===== src/rtl/pattern_sweep_ctrl.sv =====
// Exhaustive input-pattern sweep: drives every N_W-bit pattern, samples the DUT response
// after SETTLE cycles and emits one record per pattern. Optional MISR under SWEEP_MISR_EN.
module pattern_sweep_ctrl #(
  parameter int N_W    = 5,
  parameter int SETTLE = 1
) (
  input  logic                  CK,
  input  logic                  reset,
  input  logic                  start,
  output logic [N_W-1:0]        n_out,
  input  logic                  dut_out,
  output logic                  rec_valid,
  input  logic                  rec_ready,
  output logic [N_W-1:0]        rec_pattern,
  output logic                  rec_bit,
  output logic [(1<<N_W)-1:0]   resp_vec,
  output logic                  busy,
  output logic                  done
`ifdef SWEEP_MISR_EN
  ,
  output logic [15:0]           signature
`endif
);

  typedef enum logic [1:0] {ST_IDLE, ST_SETTLE, ST_EMIT, ST_DONE} state_t;

  localparam logic [N_W-1:0] LAST      = '1;
  localparam logic [3:0]     SETTLE_LD = 4'(SETTLE);

  state_t     state, state_nx;
  logic [3:0] cnt;
  logic       go, cap, adv;

  always_ff @(posedge CK or negedge reset) begin
    if (!reset) state <= ST_IDLE;
    else        state <= state_nx;
  end

  always_comb begin
    state_nx = state;
    go       = 1'b0;
    cap      = 1'b0;
    adv      = 1'b0;
    case (state)
      ST_IDLE, ST_DONE: begin
        if (start) begin
          go       = 1'b1;
          state_nx = ST_SETTLE;
        end
      end
      ST_SETTLE: begin
        // count hits zero on this edge: sample the response now
        if (cnt <= 4'd1) begin
          cap      = 1'b1;
          state_nx = ST_EMIT;
        end
      end
      ST_EMIT: begin
        if (rec_ready) begin
          if (n_out == LAST) state_nx = ST_DONE;
          else begin
            adv      = 1'b1;
            state_nx = ST_SETTLE;
          end
        end
      end
      default: state_nx = ST_IDLE;
    endcase
  end

  assign rec_valid = (state == ST_EMIT);
  assign busy      = (state == ST_SETTLE) || (state == ST_EMIT);
  assign done      = (state == ST_DONE);

  always_ff @(posedge CK or negedge reset) begin
    if (!reset) begin
      n_out       <= '0;
      cnt         <= '0;
      rec_pattern <= '0;
      rec_bit     <= 1'b0;
      resp_vec    <= '0;
    end else begin
      if (go) begin
        n_out    <= '0;
        resp_vec <= '0;
        cnt      <= SETTLE_LD;
      end
      if (state == ST_SETTLE) cnt <= cnt - 4'd1;
      if (cap) begin
        rec_bit         <= dut_out;
        rec_pattern     <= n_out;
        resp_vec[n_out] <= dut_out;
      end
      if (adv) begin
        n_out <= n_out + 1'b1;
        cnt   <= SETTLE_LD;
      end
    end
  end

`ifdef SWEEP_MISR_EN
  // x^16+x^12+x^5+1, one captured bit shifted in per record
  logic [15:0] misr_nx;
  assign misr_nx = {signature[14:0], 1'b0} ^ ({16{signature[15] ^ dut_out}} & 16'h1021);

  always_ff @(posedge CK or negedge reset) begin
    if (!reset)   signature <= 16'hFFFF;
    else if (go)  signature <= 16'hFFFF;
    else if (cap) signature <= misr_nx;
  end
`endif

endmodule

===== config.mk =====
export PLATFORM = sky130hd
export DESIGN_NAME = pattern_sweep_ctrl
export DESIGN_NICKNAME = d
export VERILOG_FILES = /design/src/rtl/pattern_sweep_ctrl.sv
export SDC_FILE = /design/constraint.sdc
export NUM_CORES = 1
export LEC_CHECK = 0
export CORE_ASPECT_RATIO = 0.75
export CORE_MARGIN = 2
export CORE_UTILIZATION = 40
export DETAILED_ROUTE_END_ITERATION = 10
export RECOVER_POWER = 25
export SYNTH_ARGS = -nofsm -noshare
export SYNTH_HDL_FRONTEND = slang
export SYNTH_SLANG_ARGS = --single-unit

===== constraint.sdc =====
create_clock -name CK -period 2.6 [get_ports CK]
set_clock_uncertainty 0.05 [all_clocks]
set_input_delay 0.52 -clock CK [delete_from_list [all_inputs] [get_ports CK]]
set_output_delay 0.52 -clock CK [all_outputs]
set_load 0.1 [all_outputs]

==> impl_metrics.toml <==
[status]
status = "finished, final reports clean"

[yosys]
synthArstFlopShare = 1.00
synthFlopType = "dfrtp_1"
ys_warn_count = 0
syn_avg_cell_area_um2 = 11.6
syn_area_mm2 = 0.00257
synth_most_common_cell = "dfrtp_1"
synth_area_leader_cell = "dfrtp_1"
netlist_instances = 222
synth_common_cells = "dfrtp_1 (49), o31ai_1 (27), o211ai_1 (24)"
synth_top_cells_by_area = "dfrtp_1 (48%), o31ai_1 (7.9%), o211ai_1 (7.0%)"
syn_nets = 237
ys_seq_area_frac = 0.477
ys_ff_latch = 49
synth-edff-count = 0
ys_types = 35
yosys.area.top_type_share = 0.477

[critical_path]
path_max_fanout = 8
crit_family = "simple AND/OR/NAND/NOR gates"
slowest_stage = "dfrtp_1"
path_class = "flip-flop to flip-flop"
regToRegStartpoint = "n_out[0]"
worstPathCellList = "ha_1 -> and3_1 -> ha_1 -> and3b_1 -> a21oi_1 -> o21ai_0 -> o21ai_0"
crit_required_ps = 2710
worstRegToRegCells = 7
slowest_delay_ps = 470
cp-start-kind = "flip-flop"
reg2reg_setup_slack_ps = 460
cp.arrival_ps = 2260
crit_path_end_kind = "flip-flop"
cp-startpoint = "n_out[0]"
worst-path-buf-inv = 0
worstReg2RegEnd = "n_out[3]"

[power]
swShare = 0.489
seq_power_share = 0.346
p_leak_nw = 1.38
pwr-share-clk = 0.160
p_sw_mw = 1.34
combPwrFrac = 0.494
vdd_ir_drop_max_mv = 0.520
intPower_mw = 1.40
power_density_mw_per_mm2 = 899

[clock_network]
clock_path_buffers = 2
clkLatencyLatePin_ps = 290
postCtsHoldBufs = 0
cts-root-buf = "clkbuf_8"
cts_sinks = 49
numCtsBuffers = 5
cts_resized = 0
clk_pin_slew_worst_paths_ps = 90
cts_tree = "done"
post_cts_buffers = 0
htree_num_levels = 2

[final_layout]
nNetsFinal = 281
syn_to_final_growth_pct = 18.2
fill_cells = 608
antennaDiodeCount = 0
drive_above_1_share = 0.307
final_core_util = 0.486

[sta]
final.setup.tns_ps = 0
max_slew_margin = 0.353
slew_violations = 0
final_hold_viol_count = 0
rsz0062_at_grt = "false"
worst_pin_slew_ps = 970
post-route-period-util = 0.825
setup_viol = 0
max_freq_mhz = 466
fin_crit_ps = 2140

[drt]
ant_nets = 0
wl_per_cell_um = 17.3
drt_iter0_markers = 102
routed_wl_mm = 6.03
viasPerCell = 5.51
num_vias = 1919
post-route-drc-count = 0
firstDrtPassIters = 4

[run]
cap_viol_max_count = 0

[die]
placeableCoreArea_mm2 = 0.00626
die_w_um = 96.6
die_h_um = 73.5
rows = 25
die_area_mm2 = 0.00710
io_pins = 51
start_util = 0.411

[grt]
grt_max_degree = 34
track_usage = 0.172
grt-ovfl-total = 0
grt_pass1_wl_mm = 9.71
antenna_found_initial = 0
grt_pass1_vias = 1838

[hold_path]
hold_class = "input pin to async pin"

[placed_design]
dpl.hpwl_mm = 4.20
io_buffers = 50
place_congestion = 0.783
-- logic make-up (layout without fill, tap and decap cells) --
| kind of cell | Yosys count | count (layout) | synth area share |
|---|---|---|---|
| compound gates | 86 | 86 | 0.263 |
| fa+ha+maj | 10 | 10 | 0.0486 |
| mux | 4 | 4 | 0.0175 |
| simple gates | 44 | 44 | 0.122 |
| flops | 49 | 49 | 0.477 |
| buf+inv | 29 | 74 | 0.0725 |
-- power groups by stage --
stage                     clock (mW)  sequential, mW  combinational [mW]
after floorplan                    0            1.26               0.787
after global placement             0           0.959                1.35
after detailed placement           0           0.962                1.36
after CTS                      0.448           0.947                1.36
after global routing           0.482           0.961                1.44
final                          0.436           0.946                1.35
-- cell usage in the layout, fill, tap and decap left out, drive strengths merged, types with 2 or more instances in the layout --
cell type      instances
a21oi                  5
buf                   51
clkbuf                 9
clkdlybuf4s50          3
clkinv                 2
dfrtp                 49
ha                    10
inv                    9
mux2                   4
nand2                 16
nand2b                 2
nand3                  4
nand3b                 5
nand4                  5
nor2                   4
o211ai                32
o21ai                 12
o31ai                 32
or3b                   2
-- stage by stage --
step	hold slack [ps]	total power, mW	instances	worst slack [ps]	area [um^2]
6_report	272	2.73	348	456	3040
5_1_grt	334	2.88	348	298	3040
4_1_cts	89.5	2.76	348	475	3050
3_5_place_dp	412	2.32	340	492	2970
3_3_place_gp	406	2.31	340	571	2970
2_1_floorplan	174	2.05	222	137	2570
-- how the worst max path moves through the flow --
| stage | slack [ps] | cells past startpoint | endpoint |
|---|---|---|---|
| after floorplan | 140 | 8 | n_out[0] |
| after global placement | 570 | 7 | n_out[3] |
| after detailed placement | 490 | 7 | n_out[3] |
| after CTS | 470 | 7 | n_out[3] |
| after global routing | 300 | 7 | n_out[3] |
| final | 460 | 7 | n_out[3] |
-- state kept, by name, indices dropped and copies added (netlist names) --
name         count
resp_vec        32
n_out            5
rec_pattern      5
cnt              4
state            2
rec_bit          1
-- worst register-to-register path: cells and delay by family (launching register included) --
family                   cells  cell delay (ps)
AND/OR/NAND/NOR              2              610
adder cells (fa/ha/maj)      2              500
flip-flops                   1              470
AO/OA/AOI/OAI                3              390
-- final cells by class --
type	instances	area (um^2)	area share
clock buffer	6	72.6	0.0239
sequential	49	1230	0.403
multi-input combinational	144	1160	0.381
inverter	9	33.8	0.0111
timing repair buffer	57	437	0.144
clock inverter	2	10.0	0.00329
tap	81	101	0.0333
-- layer usage --
metal	vias up	share of wire	global-route usage
met5	-	0	0
met4	0	0.0025	0.0235
li1	936	-	-
met3	2	0.046	0.0371
met2	48	0.45	0.272
met1	933	0.50	0.252
(Power assumes the default switching activity.)
